===== config.mk =====
export PLATFORM = sky130hd
export DESIGN_NAME = fetch_pipeline
export DESIGN_NICKNAME = d
export VERILOG_FILES = /design/src/rtl/fetch_pkg.sv /design/src/rtl/fetch_stage_reg.sv /design/src/rtl/fetch_pipeline.sv
export SDC_FILE = /design/constraint.sdc
export NUM_CORES = 1
export LEC_CHECK = 0
export BUFFER_PORTS_ARGS = -buffer_cell sky130_fd_sc_hd__buf_4
export CAP_MARGIN = 10
export CORE_MARGIN = 2
export CORE_UTILIZATION = 49
export DETAILED_ROUTE_END_ITERATION = 7
export PLACE_DENSITY = 0.77
export SYNTH_ARGS = -nofsm -noshare
export SYNTH_HDL_FRONTEND = slang
export SYNTH_SLANG_ARGS = --single-unit

===== constraint.sdc =====
create_clock -name CLK -period 2.2 [get_ports CLK]
set_input_delay 0.33 -clock CLK [delete_from_list [all_inputs] [get_ports CLK]]
set_output_delay 0.33 -clock CLK [all_outputs]
set_load 0.02 [all_outputs]

===== src/rtl/fetch_pkg.sv =====
// fetch_pkg: shared state encoding and default opcode for the fetch front end
package fetch_pkg;
  typedef enum logic [1:0] {
    ST_RUN    = 2'd0,
    ST_DRAIN  = 2'd1,
    ST_HALTED = 2'd2
  } state_t;
  localparam logic [7:0] NOP_DEFAULT = 8'h00;
endpackage


===== src/rtl/fetch_stage_reg.sv =====
// fetch_stage_reg: one pipeline stage, data plus valid, with hold over flush over load
module fetch_stage_reg #(
  parameter int DATA_WIDTH = 8,
  parameter logic [DATA_WIDTH-1:0] NOP_OPCODE = '0
) (
  input  logic                  clk,
  input  logic                  rst,
  input  logic                  hold,
  input  logic                  flush,
  input  logic [DATA_WIDTH-1:0] d,
  input  logic                  d_valid,
  output logic [DATA_WIDTH-1:0] q,
  output logic                  q_valid
);
  always_ff @(posedge clk or posedge rst)
    if (rst) begin
      q       <= NOP_OPCODE;
      q_valid <= 1'b0;
    end else if (!hold) begin
      q       <= flush ? NOP_OPCODE : d;
      q_valid <= !flush && d_valid;
    end
endmodule


===== src/rtl/fetch_pipeline.sv =====
// fetch_pipeline: PC plus N-deep instruction pipeline with jump flush, stall and drain-then-halt
module fetch_pipeline import fetch_pkg::*; #(
  parameter int ADDR_WIDTH = 16,
  parameter int DATA_WIDTH = 8,
  parameter int DEPTH = 2,
  parameter logic [ADDR_WIDTH-1:0] RESET_VECTOR = '0,
  parameter logic [DATA_WIDTH-1:0] NOP_OPCODE = DATA_WIDTH'(NOP_DEFAULT)
) (
  input  logic                        CLK,
  input  logic                        RST,
  output logic [ADDR_WIDTH-1:0]       MEM_ADDR,
  input  logic [DATA_WIDTH-1:0]       MEM_DATA,
  input  logic                        STALL,
  input  logic                        LOAD,
  input  logic [ADDR_WIDTH-1:0]       LOAD_ADDR,
  input  logic                        HALT_REQ,
  output logic [ADDR_WIDTH-1:0]       PC,
  output logic [DEPTH*DATA_WIDTH-1:0] STAGE_DATA,
  output logic [DEPTH-1:0]            STAGE_VALID,
  output logic                        HALTED
);
  state_t                  state;
  logic [ADDR_WIDTH-1:0]   pc;
  logic                    halted;
  logic                    hold;
  logic                    bubble;
  logic                    drained;
  logic [DEPTH-1:0]        shifted_valid;
  logic [DATA_WIDTH-1:0]   head_data;
  assign MEM_ADDR = pc;
  assign PC = pc;
  assign HALTED = halted;
  // HALTED freezes the pipe unless a jump restarts it
  assign hold = STALL || (state == ST_HALTED && !LOAD);
  assign bubble = state != ST_RUN || HALT_REQ;
  assign head_data = bubble ? NOP_OPCODE : MEM_DATA;
  assign shifted_valid = STAGE_VALID << 1;
  assign drained = shifted_valid == '0;
  for (genvar i = 0; i < DEPTH; i++) begin : g_stage
    if (i == 0) begin : g_head
      fetch_stage_reg #(.DATA_WIDTH(DATA_WIDTH), .NOP_OPCODE(NOP_OPCODE)) u_reg (
        .clk(CLK), .rst(RST), .hold(hold), .flush(LOAD),
        .d(head_data), .d_valid(!bubble),
        .q(STAGE_DATA[0 +: DATA_WIDTH]), .q_valid(STAGE_VALID[0])
      );
    end else begin : g_body
      fetch_stage_reg #(.DATA_WIDTH(DATA_WIDTH), .NOP_OPCODE(NOP_OPCODE)) u_reg (
        .clk(CLK), .rst(RST), .hold(hold), .flush(LOAD),
        .d(STAGE_DATA[(i-1)*DATA_WIDTH +: DATA_WIDTH]), .d_valid(STAGE_VALID[i-1]),
        .q(STAGE_DATA[i*DATA_WIDTH +: DATA_WIDTH]), .q_valid(STAGE_VALID[i])
      );
    end
  end
  always_ff @(posedge CLK or posedge RST)
    if (RST) begin
      pc     <= RESET_VECTOR;
      state  <= ST_RUN;
      halted <= 1'b0;
    end else if (!STALL) begin
      if (LOAD) begin
        pc     <= LOAD_ADDR;
        state  <= ST_RUN;
        halted <= 1'b0;
      end else begin
        case (state)
          ST_RUN:
            if (HALT_REQ) state <= ST_DRAIN;
            else pc <= pc + ADDR_WIDTH'(1);
          ST_DRAIN:
            if (drained) begin
              state  <= ST_HALTED;
              halted <= 1'b1;
            end
          ST_HALTED: halted <= 1'b1;
          default: begin
            state  <= ST_RUN;
            halted <= 1'b0;
          end
        endcase
      end
    end
endmodule

* After elaboration in Yosys (flattened, before gate mapping)
Cells that the tools add are included.
** Operators by class
- $add $sub $neg :: 1
- Bitwise gates (word level) :: 1
- Reductions and logical operators :: 14
- Mux-type cells :: 13
- Equal/unequal tests :: 7
** Operators by type and width (count)
- $mux W16 :: 3
- $mux W8 :: 3
- $add A16 B1 Y16 const B :: 1
- $mux W2 :: 3
- $ne A2 B2 Y1 const B :: 3
- $ne A3 B3 Y1 const B :: 2
- $pmux W2 S3 :: 1
- $reduce_and A3 Y1 :: 2
- $logic_not A2 Y1 :: 2
- $reduce_and A4 Y1 :: 1
- $reduce_bool A2 Y1 :: 2
- $logic_and A1 B1 Y1 :: 3
- $pmux W1 S3 :: 1
- $eq A2 B1 Y1 const B :: 1
- $eq A2 B2 Y1 const B :: 1
- $logic_not A1 Y1 :: 2
- $logic_or A1 B1 Y1 :: 2
- $mux W1 :: 2
- $not A1 Y1 :: 1
** Word-level totals
- Bits of input ports :: 29
- Output and inout bits :: 51
- Register bits :: 37
- Logic and storage cells :: 43

* Depth between registers and ports, before layout
Gate-level depths: netlist of run 1.
- Depth in word-level cells :: 4
- Gate-level depth with buffers :: 8
- Mapped depth without buffers :: 6

* Cells and area by module
Synthesis of run 1 repeated with hierarchy kept, for this count alone.
** Unflattened totals
- Cell total of the unflattened synthesis :: 225
- Area, all modules :: 2177.1 µm²
** By module, submodules not included
- fetch_pipeline :: cells an instance 179, area each 1463.9 µm², sequential area each 475.5 µm², instances 1
- fetch_stage_reg :: cells an instance 23, area each 356.6 µm², sequential area each 225.2 µm², instances 2

* Worst setup path after synthesis of run 1
No wires, ideal clock.
- Kind :: reg-to-reg
- Start point :: register state[0]
- End point :: register pc[15], in the netlist MEM_ADDR[15]
- Library setup time :: 0.128 ns
- Period minus slack after synthesis :: 1.637 ns
- Cell stages (with the launch flop) :: 8
- Arrival time :: 1.509 ns
- Path slack :: 0.563 ns
- Path buffers :: 1
- Required time :: 2.072 ns
- Cell sequence :: dfrtp_1 inv_1 ha_1 nand2b_1 clkbuf_2 a21o_1 nor4_2 nor3_2
** Between the ends
- Word-level cells in the longest chain between the ends :: 3
** RTL lines
- start: declaration :: line fetch_pipeline.sv:22 : state_t state;
- start signal: assignment :: line fetch_pipeline.sv:57 : state <= ST_RUN;
- start signal: assignment :: line fetch_pipeline.sv:62 : state <= ST_RUN;
- start signal: assignment :: line fetch_pipeline.sv:67 : if (HALT_REQ) state <= ST_DRAIN;
- $logic_not A2 Y1 :: line fetch_pipeline.sv:65 : case (state)
- $reduce_bool A2 Y1 (no source line)
- $reduce_and A3 Y1 (no source line)
- end signal: assignment :: line fetch_pipeline.sv:68 : else pc <= pc + ADDR_WIDTH'(1);
- end: declaration :: line fetch_pipeline.sv:23 : logic [ADDR_WIDTH-1:0] pc;
Every way passes these cells.
A chain may end at the register's enable or synchronous reset.

* Worst setup path in the final report of run 1
- Start point :: register state[1]
- End point :: register pc[13], in the netlist MEM_ADDR[13]
Same word-level chain as after synthesis.

==> impl_metrics.csv, run 1 <==
group,metric,value,unit
layout,num_antenna_cells,0,
die,initial_utilization,50.3,%
die,num_rows,24,
setup_path,crit_family,"compound AO/OA/AOI/OAI gates",
setup_path,r2r_start,"state[1]",
timing,hold_viol_final,0,
placed_design,gp_congestion,0.900,
timing,tns,0,ps
setup_path,slowest_stage,"a21oi_2",
grt,grt_pass1_vias,1681,
logic_synthesis,syn_area,2160,µm²
grt,antenna_found_initial,0,
setup_path,critPathMaxStageDelay,440,ps
hold_path,holdCritPathClass,"input pin to async pin",
routing,vias,1879,
logic_synthesis,synth_edf_count,0,
run_status,outcome,"finished, final reports clean",
clock_tree,cts_made_buffers,5,
layout,fin_area,2810,µm²
timing,setup_viol,0,
setup_path,cp.required,2420,ps
routing,antenna_left,0,
logic_synthesis,synth_top_area_cell,"dfrtp_1",
setup_path,crit_path_cell_trace,"inv_1 > ha_1 > nand2b_1 > a21oi_2 > o21ai_0 > nor3_1",
clock_tree,cts_tree,"yes",
logic_synthesis,yosys_warnings,0,
timing,worst_slew_pin_slew,466,ps
logic_synthesis,ys_seq_elements,37,
power,internal_power,0.00158,W
grt,grt_max_degree,38,
layout,drive_gt1_share,35.2,%
placed_design,port_buffers,79,
logic_synthesis,async_flop_share,100,%
clock_tree,clock_path_buffers,2,
routing,dr.pass1.iters,5,
setup_path,critPathLaunchType,"register",
timing,min_period,1850,ps
routing,first_iter_violations,149,
setup_path,worstRegToRegCells,6,
timing,rsz0062_at_grt,"no",
power,power_frac_seq,37.6,%
routing,drc,0,
logic_synthesis,syn-num-nets,263,
layout,area_growth,30.0,%
logic_synthesis,yosys-top-cells-area,"dfrtp_1 (43%), buf_4 (6.6%), nand2_1 (5.2%), o21ai_0 (4.4%), mux2i_1 (3.7%)",
die,ioPinCount,80,
setup_path,worstPathMaxFanout,9,
power,power_density,869,nW/µm²
routing,via_per_inst,5.45,
clock_tree,clk_pin_slew,80,ps
power,swShare,35.4,%
clock_tree,cts_max_level,2,
grt,track_usage,21.6,%
placed_design,hpwl,3670,µm
logic_synthesis,avgSynthCellArea,9.43,µm²
timing,slew_violations,0,
power,p_clk_share,29.7,%
setup_path,worstPathArrival,2060,ps
clock_tree,clk_latency,300,ps
setup_path,r2r_end,"MEM_ADDR[13]",
logic_synthesis,yosysTopAreaCellShare,42.9,%
power,p_switching,0.000862,W
timing,fin_crit_sh,84.0,%
layout,nNetsFinal,326,
die,core_area,4290,µm²
die,dieWidth,70.4,µm
setup_path,critPathKind,"register to register",
placed_design,placed_cell_area,2670,µm²
power,p_leak,1.31,nW
power,comb_power_share,32.7,%
timing,skew,10.3,ps
routing,wirelength,5190,µm
die,dieHeight,70.4,µm
clock_tree,clockRootBuffer,"clkbuf_8",
timing,slew_headroom,68.9,%
logic_synthesis,ys.flop_type,"dfrtp_1",
routing,post_drt_wl_per_cell,15.0,µm
clock_tree,cts_num_sinks,37,
setup_path,end_kind,"register",
die,dieArea,4950,µm²
power,ir_drop,0.000442,V
grt,grt_pass1_wl,8450,µm
flow_run,drv_cap,0,
clock_tree,cts_setup_buffers,0,
layout,fillers,349,
setup_path,r2r_slack,350,ps
logic_synthesis,ys_seq_area_share,42.9,%
timing,maxClockFrequency,0.541,GHz
grt,grt-ovfl-total,0,
setup_path,crit_buf_inv,1,
clock_tree,hold_buffers,0,
clock_tree,cts_resized,0,
logic_synthesis,yosysUniqueCellTypes,45,
logic_synthesis,synth_cells,229,
synthesized netlist by cell type (2+ instances only):
library cell  count
and2_1            2
clkbuf_1          3
a21o_1            2
o22a_1            2
a32o_1            2
a311oi_1          2
nor3_1           10
a22oi_1           7
nand2_1          30
ha_1              5
nor4_1            5
a22o_1            8
nor2b_1           5
o21ai_0          19
a21oi_1           6
inv_1             6
o21a_1            3
dfrtp_1          37
a31oi_1           2
nor2_1           12
buf_4            19
nand4_1           4
buf_2             4
nand3_1           4
mux2i_1           8
or3_1             2
nor3_2            2
power groups by stage:
stage / clock network, W / registers [W] / logic (W)
after CTS: 0.000729 / 0.000915 / 0.000803
after detailed placement: 0 / 0.000929 / 0.000798
final: 0.000723 / 0.000917 / 0.000798
after global placement: 0 / 0.000924 / 0.000791
after global routing: 0.000764 / 0.000935 / 0.000861
after floorplan: 0 / 0.00100 / 0.000456
state kept, by name, summed over array words and instances (netlist names):
register	flops
g_stage.g_head.u_reg.q	8
HALTED	1
g_stage.g_body.u_reg.q	8
g_stage.g_body.u_reg.q_valid	1
state	2
g_stage.g_head.u_reg.q_valid	1
MEM_ADDR	16
stage by stage:
stage / hold WS, ps / util, % / cells / setup slack, ps / power, W
global route: 176 / 65.4 / 345 / 177 / 0.00256
floorplan: 451 / - / 229 / 563 / 0.00146
finish: 131 / 65.4 / 345 / 353 / 0.00244
CTS: 151 / 65.4 / 345 / 381 / 0.00245
global placement: 462 / 62.2 / 337 / 428 / 0.00171
detailed placement: 472 / 62.2 / 337 / 382 / 0.00173
how the worst max path moves through the flow:
stage	depth (start not counted)	slack (ps)	endpoint	start
final	6	350	MEM_ADDR[13]	state[1]
after global placement	5	430	state[1]	LOAD
after global routing	6	180	MEM_ADDR[13]	state[0]
after CTS	6	380	MEM_ADDR[15]	state[1]
after floorplan	7	560	MEM_ADDR[15]	state[0]
after detailed placement	6	380	MEM_ADDR[15]	state[1]
metal layers:
metal	track usage (%)	vias to the layer above	wire length, µm
li1	-	937	-
met1	31.5	872	2420
met2	31.9	63	2370
met3	5.34	7	340
met4	5.77	0	59
met5	0	-	0
layout make-up:
class / instances / area [µm²] / share of cell area, %
Multi-Input combinational cell: 157 / 1020 / 36.2
Sequential cell: 37 / 926 / 33.0
Timing Repair Buffer: 85 / 638 / 22.7
Clock buffer: 5 / 68.8 / 2.45
Clock inverter: 3 / 68.8 / 2.45
Tap cell: 52 / 65.1 / 2.32
Inverter: 6 / 22.5 / 0.802
kinds of logic after synthesis:
| group | Yosys count | share of synthesized area (%) |
|---|---|---|
| buf+inv | 35 | 10.0 |
| mux | 8 | 3.71 |
| fa+ha+maj | 5 | 2.90 |
| simple gates | 86 | 21.5 |
| compound gates | 58 | 19.0 |
| flops | 37 | 42.9 |
worst reg2reg max path: cells and delay by family (launching register included):
kind,cells,cell delay [ps]
compound gates,2,590
fa+ha+maj,1,230
buf+inv,1,100
flops,1,400
simple gates,2,450
placed cells by master (no fill, tap or decap), drive strengths merged, types with 3 or more instances in the layout:
cell type / count
a22o: 8
nor3: 13
nor2: 12
nand2: 30
nor2b: 5
o21a: 3
nor4: 6
nand4: 4
inv: 7
or3: 3
o21ai: 19
nand3: 6
mux2i: 8
a311oi: 3
buf: 85
dfrtp: 37
ha: 5
a21oi: 7
a22oi: 7
clkbuf: 5
(Power assumes the default switching activity.)
==> inputs of run 2 (changes only) <==
--- a/config.mk
+++ b/config.mk
@@ -5,12 +5,13 @@
 export SDC_FILE = /design/constraint.sdc
 export NUM_CORES = 1
 export LEC_CHECK = 0
+export ABC_AREA = 1
 export BUFFER_PORTS_ARGS = -buffer_cell sky130_fd_sc_hd__buf_4
 export CAP_MARGIN = 10
 export CORE_MARGIN = 2
-export CORE_UTILIZATION = 49
+export CORE_UTILIZATION = 45
 export DETAILED_ROUTE_END_ITERATION = 7
-export PLACE_DENSITY = 0.77
+export PLACE_DENSITY = 0.75
 export SYNTH_ARGS = -nofsm -noshare
 export SYNTH_HDL_FRONTEND = slang
 export SYNTH_SLANG_ARGS = --single-unit
==> constraint.sdc (replaced) <==
create_clock -name CLK -period 1.6 [get_ports CLK]
set_input_delay 0.24 -clock CLK [delete_from_list [all_inputs] [get_ports CLK]]
set_output_delay 0.24 -clock CLK [all_outputs]
set_load 0.02 [all_outputs]
==> impl_metrics.csv, run 2 <==
group,metric,value,unit
run_status,outcome,"finished, final reports clean",
logic_synthesis,ys_seq_area_share,42.4,%
clock_tree,clk_latency,290,ps
setup_path,crit_path_cell_trace,"inv_2 > ha_4 > inv_1 > nor2_2 > nor2_1 > nor2_2 > buf_6 > o21ai_1 > a22oi_1",
timing,slew_violations,0,
die,dieWidth,73.7,µm
logic_synthesis,synth_edf_count,0,
clock_tree,clk_pin_slew,80,ps
logic_synthesis,ys.flop_type,"dfrtp_1",
timing,slew_headroom,67.9,%
routing,antenna_left,0,
logic_synthesis,synth_top_family_by_area,"simple AND/OR/NAND/NOR gates",
logic_synthesis,synth_top_area_cell,"dfrtp_1",
setup_path,end_kind,"register",
timing,hold_viol_final,0,
logic_synthesis,yosysTopAreaCellShare,42.4,%
routing,vias,2113,
logic_synthesis,yosysMostFrequentCell,"nand2_1",
clock_tree,clockRootBuffer,"clkbuf_8",
timing,worst_slew_pin_slew,481,ps
clock_tree,cts_made_buffers,5,
setup_path,crit_buf_inv,3,
grt,gr-usage-met2,32.6,%
hold_path,holdCritPathClass,"input pin to async pin",
setup_path,r2r_slack,110,ps
clock_tree,clock_path_buffers,2,
layout,num_antenna_cells,0,
layout,area_growth,32.3,%
logic_synthesis,synth_compound_area_share,11.2,%
layout,fillers,424,
timing,fin_crit_sh,92.9,%
die,dieHeight,73.7,µm
routing,post_drt_wl_per_cell,12.4,µm
die,initial_utilization,46.6,%
die,dieArea,5430,µm²
grt,grt_pass1_vias,1920,
placed_design,gp_congestion,0.821,
setup_path,critPathKind,"register to register",
clock_tree,cts_max_level,2,
grt,grt_use_met1,25.9,%
power,ir_drop,0.000690,V
setup_path,cp.required,1800,ps
logic_synthesis,yosys.area_share.simple,28.9,%
logic_synthesis,synth_xor_area_share,0.401,%
routing,via_per_inst,4.97,
setup_path,crit_family,"flip-flops",
logic_synthesis,synth_fa_ha_area_share,2.86,%
logic_synthesis,yosys-top-cells-area,"dfrtp_1 (42%), nand2_1 (14%), buf_4 (6.9%), nand3_1 (6.4%), nor2_1 (6.0%)",
grt,grt_max_degree,38,
timing,maxClockFrequency,0.673,GHz
logic_synthesis,yosysUniqueCellTypes,25,
layout,layout_common_cells,"buf_4 (90), nand2_1 (80), dfrtp_1 (36), nor2_1 (32), inv_1 (28)",
die,ioPinCount,80,
logic_synthesis,netlist_top_cells_count,"nand2_1 (80), dfrtp_1 (37), nor2_1 (35), inv_1 (31), nand3_1 (28)",
timing,tns,0,ps
grt,antenna_found_initial,0,
logic_synthesis,ys_seq_elements,37,
timing,hold_slack,73.4,ps
power,power.total,0.00384,W
timing,setup_viol,0,
placed_design,hpwl,3870,µm
clock_tree,cts_num_sinks,37,
logic_synthesis,async_flop_share,100,%
layout,largest_register_ffs,16,
setup_path,critPathMaxStageDelay,420,ps
routing,dr.pass1.iters,4,
die,core_area,4690,µm²
placed_design,place_ws,58.1,ps
placed_design,port_buffers,79,
clock_tree,cts_tree,"yes",
logic_synthesis,avgSynthCellArea,7.26,µm²
routing,drc,0,
layout,drive_gt1_share,31.3,%
flow_run,drv_cap,0,
setup_path,worstRegToRegCells,9,
logic_synthesis,muxShareOfSynthArea,0,%
routing,first_iter_violations,107,
setup_path,r2r_end,"MEM_ADDR[3]",
grt,track_usage,19.7,%
grt,grt_pass1_wl,8340,µm
logic_synthesis,synth_cells,301,
power,p_leak,1.53,nW
grt,busiest_layer,"met2",
power,power_density,1330,nW/µm²
timing,min_period,1490,ps
layout,final_common_cell,"buf_4",
setup_path,slowest_stage,"dfrtp_1",
timing,setup_ws,114,ps
setup_path,critPathLaunchType,"register",
logic_synthesis,yosys_warnings,0,
logic_synthesis,syn_area,2190,µm²
layout,nNetsFinal,405,
setup_path,r2r_start,"state[0]",
setup_path,worstPathMaxFanout,6,
setup_path,worstPathArrival,1690,ps
grt,use_met3,3.70,%
routing,wirelength,5280,µm
grt,grt-ovfl-total,0,
timing,skew,8.34,ps
logic_synthesis,syn-num-nets,335,
setup_path,path_common_cell,"nor2_2",
die,num_rows,25,
-- run 2: cell types whose count changed in the layout (fill, tap and decap cells not counted), sizes merged, moves of 7 or more --
cell	delta
nor3	-12
mux2i	-8
buf	+7
o21ai	+7
inv	+26
nand3	+22
nor2	+25
a22o	-8
nand2	+51
-- run 2: final cells by class --
class	count	area [µm²]	share of cell area [%]
Clock inverter	1	7.51	0.260
Timing Repair Buffer	92	707	24.4
Sequential cell	37	927	32.1
Multi-Input combinational cell	202	976	33.8
Inverter	33	124	4.28
Tap cell	54	67.6	2.34
Clock buffer	6	82.6	2.86
-- run 2: report_power, final --
part	switching [W]	total (W)	internal (W)
sequential	0.000254	0.00139	0.00114
combinational	0.00103	0.00178	0.000754
clock	0.000323	0.000663	0.000340
-- run 2: how the worst max path moves through the flow --
stage / startpoint / end / slack (ps) / cells past startpoint
CTS: MEM_ADDR[0] / MEM_ADDR[14] / 40 / 8
floorplan: MEM_ADDR[1] / MEM_ADDR[10] / 130 / 8
detailed placement: MEM_ADDR[0] / MEM_ADDR[14] / 60 / 8
global placement: MEM_ADDR[0] / MEM_ADDR[14] / 100 / 8
global route: state[0] / MEM_ADDR[6] / -20 / 10
finish: state[0] / MEM_ADDR[3] / 110 / 9
-- run 2: through the flow --
step	std cells	cell area, µm²	util (%)
6_report	425	2890	61.6
5_1_grt	425	2890	61.6
4_1_cts	422	2840	60.4
3_5_place_dp	415	2750	58.5
3_3_place_gp	415	2750	58.5
2_1_floorplan	301	2190	-
-- run 2: cells by family (layout without fill, tap and decap cells) --
group                    count (synthesis)  in the layout
AND/OR/NAND/NOR                        152            152
buffers and inverters                   62            132
AO/OA/AOI/OAI                           44             44
flip-flops                              37             37
adder cells (fa/ha/maj)                  5              5
XOR/XNOR                                 1              1
-- run 2: metal layers --
| layer | vias to the layer above | wire length, µm | part of all wire (%) |
|---|---|---|---|
| li1 | 1077 | - | - |
| met1 | 964 | 2430 | 46 |
| met2 | 67 | 2490 | 47 |
| met3 | 5 | 306 | 5.8 |
| met4 | 0 | 56 | 1.1 |
| met5 | - | 0 | 0 |
-- run 2: worst min-delay path, stage by stage --
cell and delay [ps]:
buf_4 110, inv_1 40, buf_4 410
-- run 2: timing repair --
action,4_1_cts,5_1_grt
endpoints found under the setup margin,0,9
resized for setup,0,15
setup buffers,0,2
hold buffers,0,0
==> inputs of run 3 (changes only) <==
--- a/config.mk
+++ b/config.mk
@@ -7,11 +7,11 @@
 export LEC_CHECK = 0
 export ABC_AREA = 1
 export BUFFER_PORTS_ARGS = -buffer_cell sky130_fd_sc_hd__buf_4
-export CAP_MARGIN = 10
 export CORE_MARGIN = 2
 export CORE_UTILIZATION = 45
 export DETAILED_ROUTE_END_ITERATION = 7
-export PLACE_DENSITY = 0.75
+export PLACE_DENSITY = 0.77
+export REMOVE_ABC_BUFFERS = 1
 export SYNTH_ARGS = -nofsm -noshare
 export SYNTH_HDL_FRONTEND = slang
 export SYNTH_SLANG_ARGS = --single-unit
==> impl_metrics.csv, run 3 (synthesis gave the netlist of run 2 again) <==
group,metric,value,unit
placed_design,placed_cell_area,2750,µm²
routing,drc,0,
clock_tree,clockRootBuffer,"clkbuf_8",
timing,hold_viol_final,0,
die,initial_utilization,46.6,%
timing,fin_crit_sh,95.4,%
hold_path,holdCritPathClass,"input pin to register",
setup_path,worstRegToRegCells,9,
timing,hold_slack,173,ps
grt,grt_pass1_vias,1914,
grt,grt_pass1_wl,8820,µm
routing,wirelength,5580,µm
clock_tree,clk_latency,290,ps
hold_path,hold-path-cell-count,3,
routing,highest_layer,"met4",
placed_design,hpwl,3990,µm
die,dieHeight,73.7,µm
power,p_leak,1.54,nW
setup_path,end_kind,"register",
placed_design,place_ws,37.7,ps
routing,antenna_left,0,
routing,wl_met3,286,µm
clock_tree,cts_tree,"yes",
timing,tns,0,ps
layout,fin_area,2900,µm²
clock_tree,cts_max_level,2,
setup_path,worstPathMaxFanout,10,
timing,setup_ws,73.5,ps
timing,min_period,1530,ps
flow_run,drv_cap,0,
routing,via_per_inst,5.12,
routing,dr.pass1.iters,4,
timing,slew_headroom,80.6,%
setup_path,critPathKind,"register to register",
die,core_area,4690,µm²
run_status,outcome,"finished, final reports clean",
clock_tree,clock_path_buffers,2,
timing,slew_violations,0,
setup_path,cp.required,1800,ps
grt,track_usage,21.2,%
grt,grt_max_degree,29,
grt,grt-ovfl-total,0,
die,dieArea,5430,µm²
grt,antenna_found_initial,0,
routing,post_drt_wl_per_cell,13.0,µm
die,dieWidth,73.7,µm
layout,num_antenna_cells,0,
routing,first_iter_violations,161,
die,num_rows,25,
layout,area_growth,32.5,%
layout,drive_gt1_share,30.6,%
clock_tree,cts_num_sinks,37,
placed_design,gp_congestion,0.844,
timing,skew,5.85,ps
die,ioPinCount,80,
setup_path,worstPathArrival,1730,ps
power,ir_drop,0.000753,V
layout,final_common_cell,"buf_4",
clock_tree,cts_made_buffers,5,
routing,wl_met1,2330,µm
routing,vias,2200,
routing,dr_wl_met2,2890,µm
power,power_density,1330,nW/µm²
timing,maxClockFrequency,0.655,GHz
layout,layout_common_cells,"buf_4 (94), nand2_1 (80), dfrtp_1 (37), nor2_1 (33)",
placed_design,port_buffers,79,
layout,largest_register_ffs,16,
setup_path,critPathLaunchType,"register",
clock_tree,clk_pin_slew,80,ps
power,power.total,0.00385,W
timing,setup_viol,0,
timing,worst_slew_pin_slew,291,ps
layout,nNetsFinal,409,
timing,rsz0062_at_grt,"yes",
run 3: critical path, cell delays in order (launching register included):
cell     delay, ps
dfrtp_1        430
inv_2           80
ha_1           160
inv_1           60
nor2_2          90
nor2_1          50
nor2_1         110
buf_6          150
o21ai_0         90
a22oi_1        210
run 3: worst paths after layout:
path                                                  from                               to  slack, ps
hold / removal                                 MEM_DATA[6]     g_stage[0].g_head.u_reg.q[6]        170
max in group asynchronous                              RST                           HALTED        810
setup / recovery                                  state[0]                      MEM_ADDR[3]         70
hold reg to reg            g_stage[1].g_body.u_reg.q_valid  g_stage[1].g_body.u_reg.q_valid        490
setup reg to reg                                  state[0]                      MEM_ADDR[3]         70
min in group asynchronous                              RST  g_stage[1].g_body.u_reg.q_valid        540
run 3: final cells by class:
| cell class | count | area (µm²) |
|---|---|---|
| Clock buffer | 5 | 68.8 |
| Tap cell | 54 | 67.6 |
| Clock inverter | 3 | 22.5 |
| Multi-Input combinational cell | 202 | 960 |
| Timing Repair Buffer | 96 | 727 |
| Inverter | 33 | 124 |
| Sequential cell | 37 | 926 |
| Fill cell | 427 | 1800 |
run 3: power by group:
part,switching (W),total (W),internal (W),leakage (nW)
Combinational,0.00103,0.00178,0.000750,1.02
Sequential,0.000254,0.00139,0.00113,0.475
Clock,0.000377,0.000687,0.000309,0.0481
Total,0.00166,0.00385,0.00219,1.54
run 3: what timing repair did:
item / CTS / global route
hold endpoints to repair: 19 / 0
endpoints found under the setup margin: 0 / 29
setup buffers: 0 / 4
gates resized for setup: 0 / 7
hold buffers: 1 / 0
run 3: stage by stage:
stage	std cells	utilization, %
finish	430	61.7
global route	430	61.7
CTS	426	60.7
detailed placement	417	58.6
global placement	417	58.6
floorplan	272	-
run 3: layer usage:
metal,track usage [%],up-vias
li1,-,1089
met1,27.9,1035
met4,6.87,0
met2,35.2,68
met3,3.98,8
met5,0,-
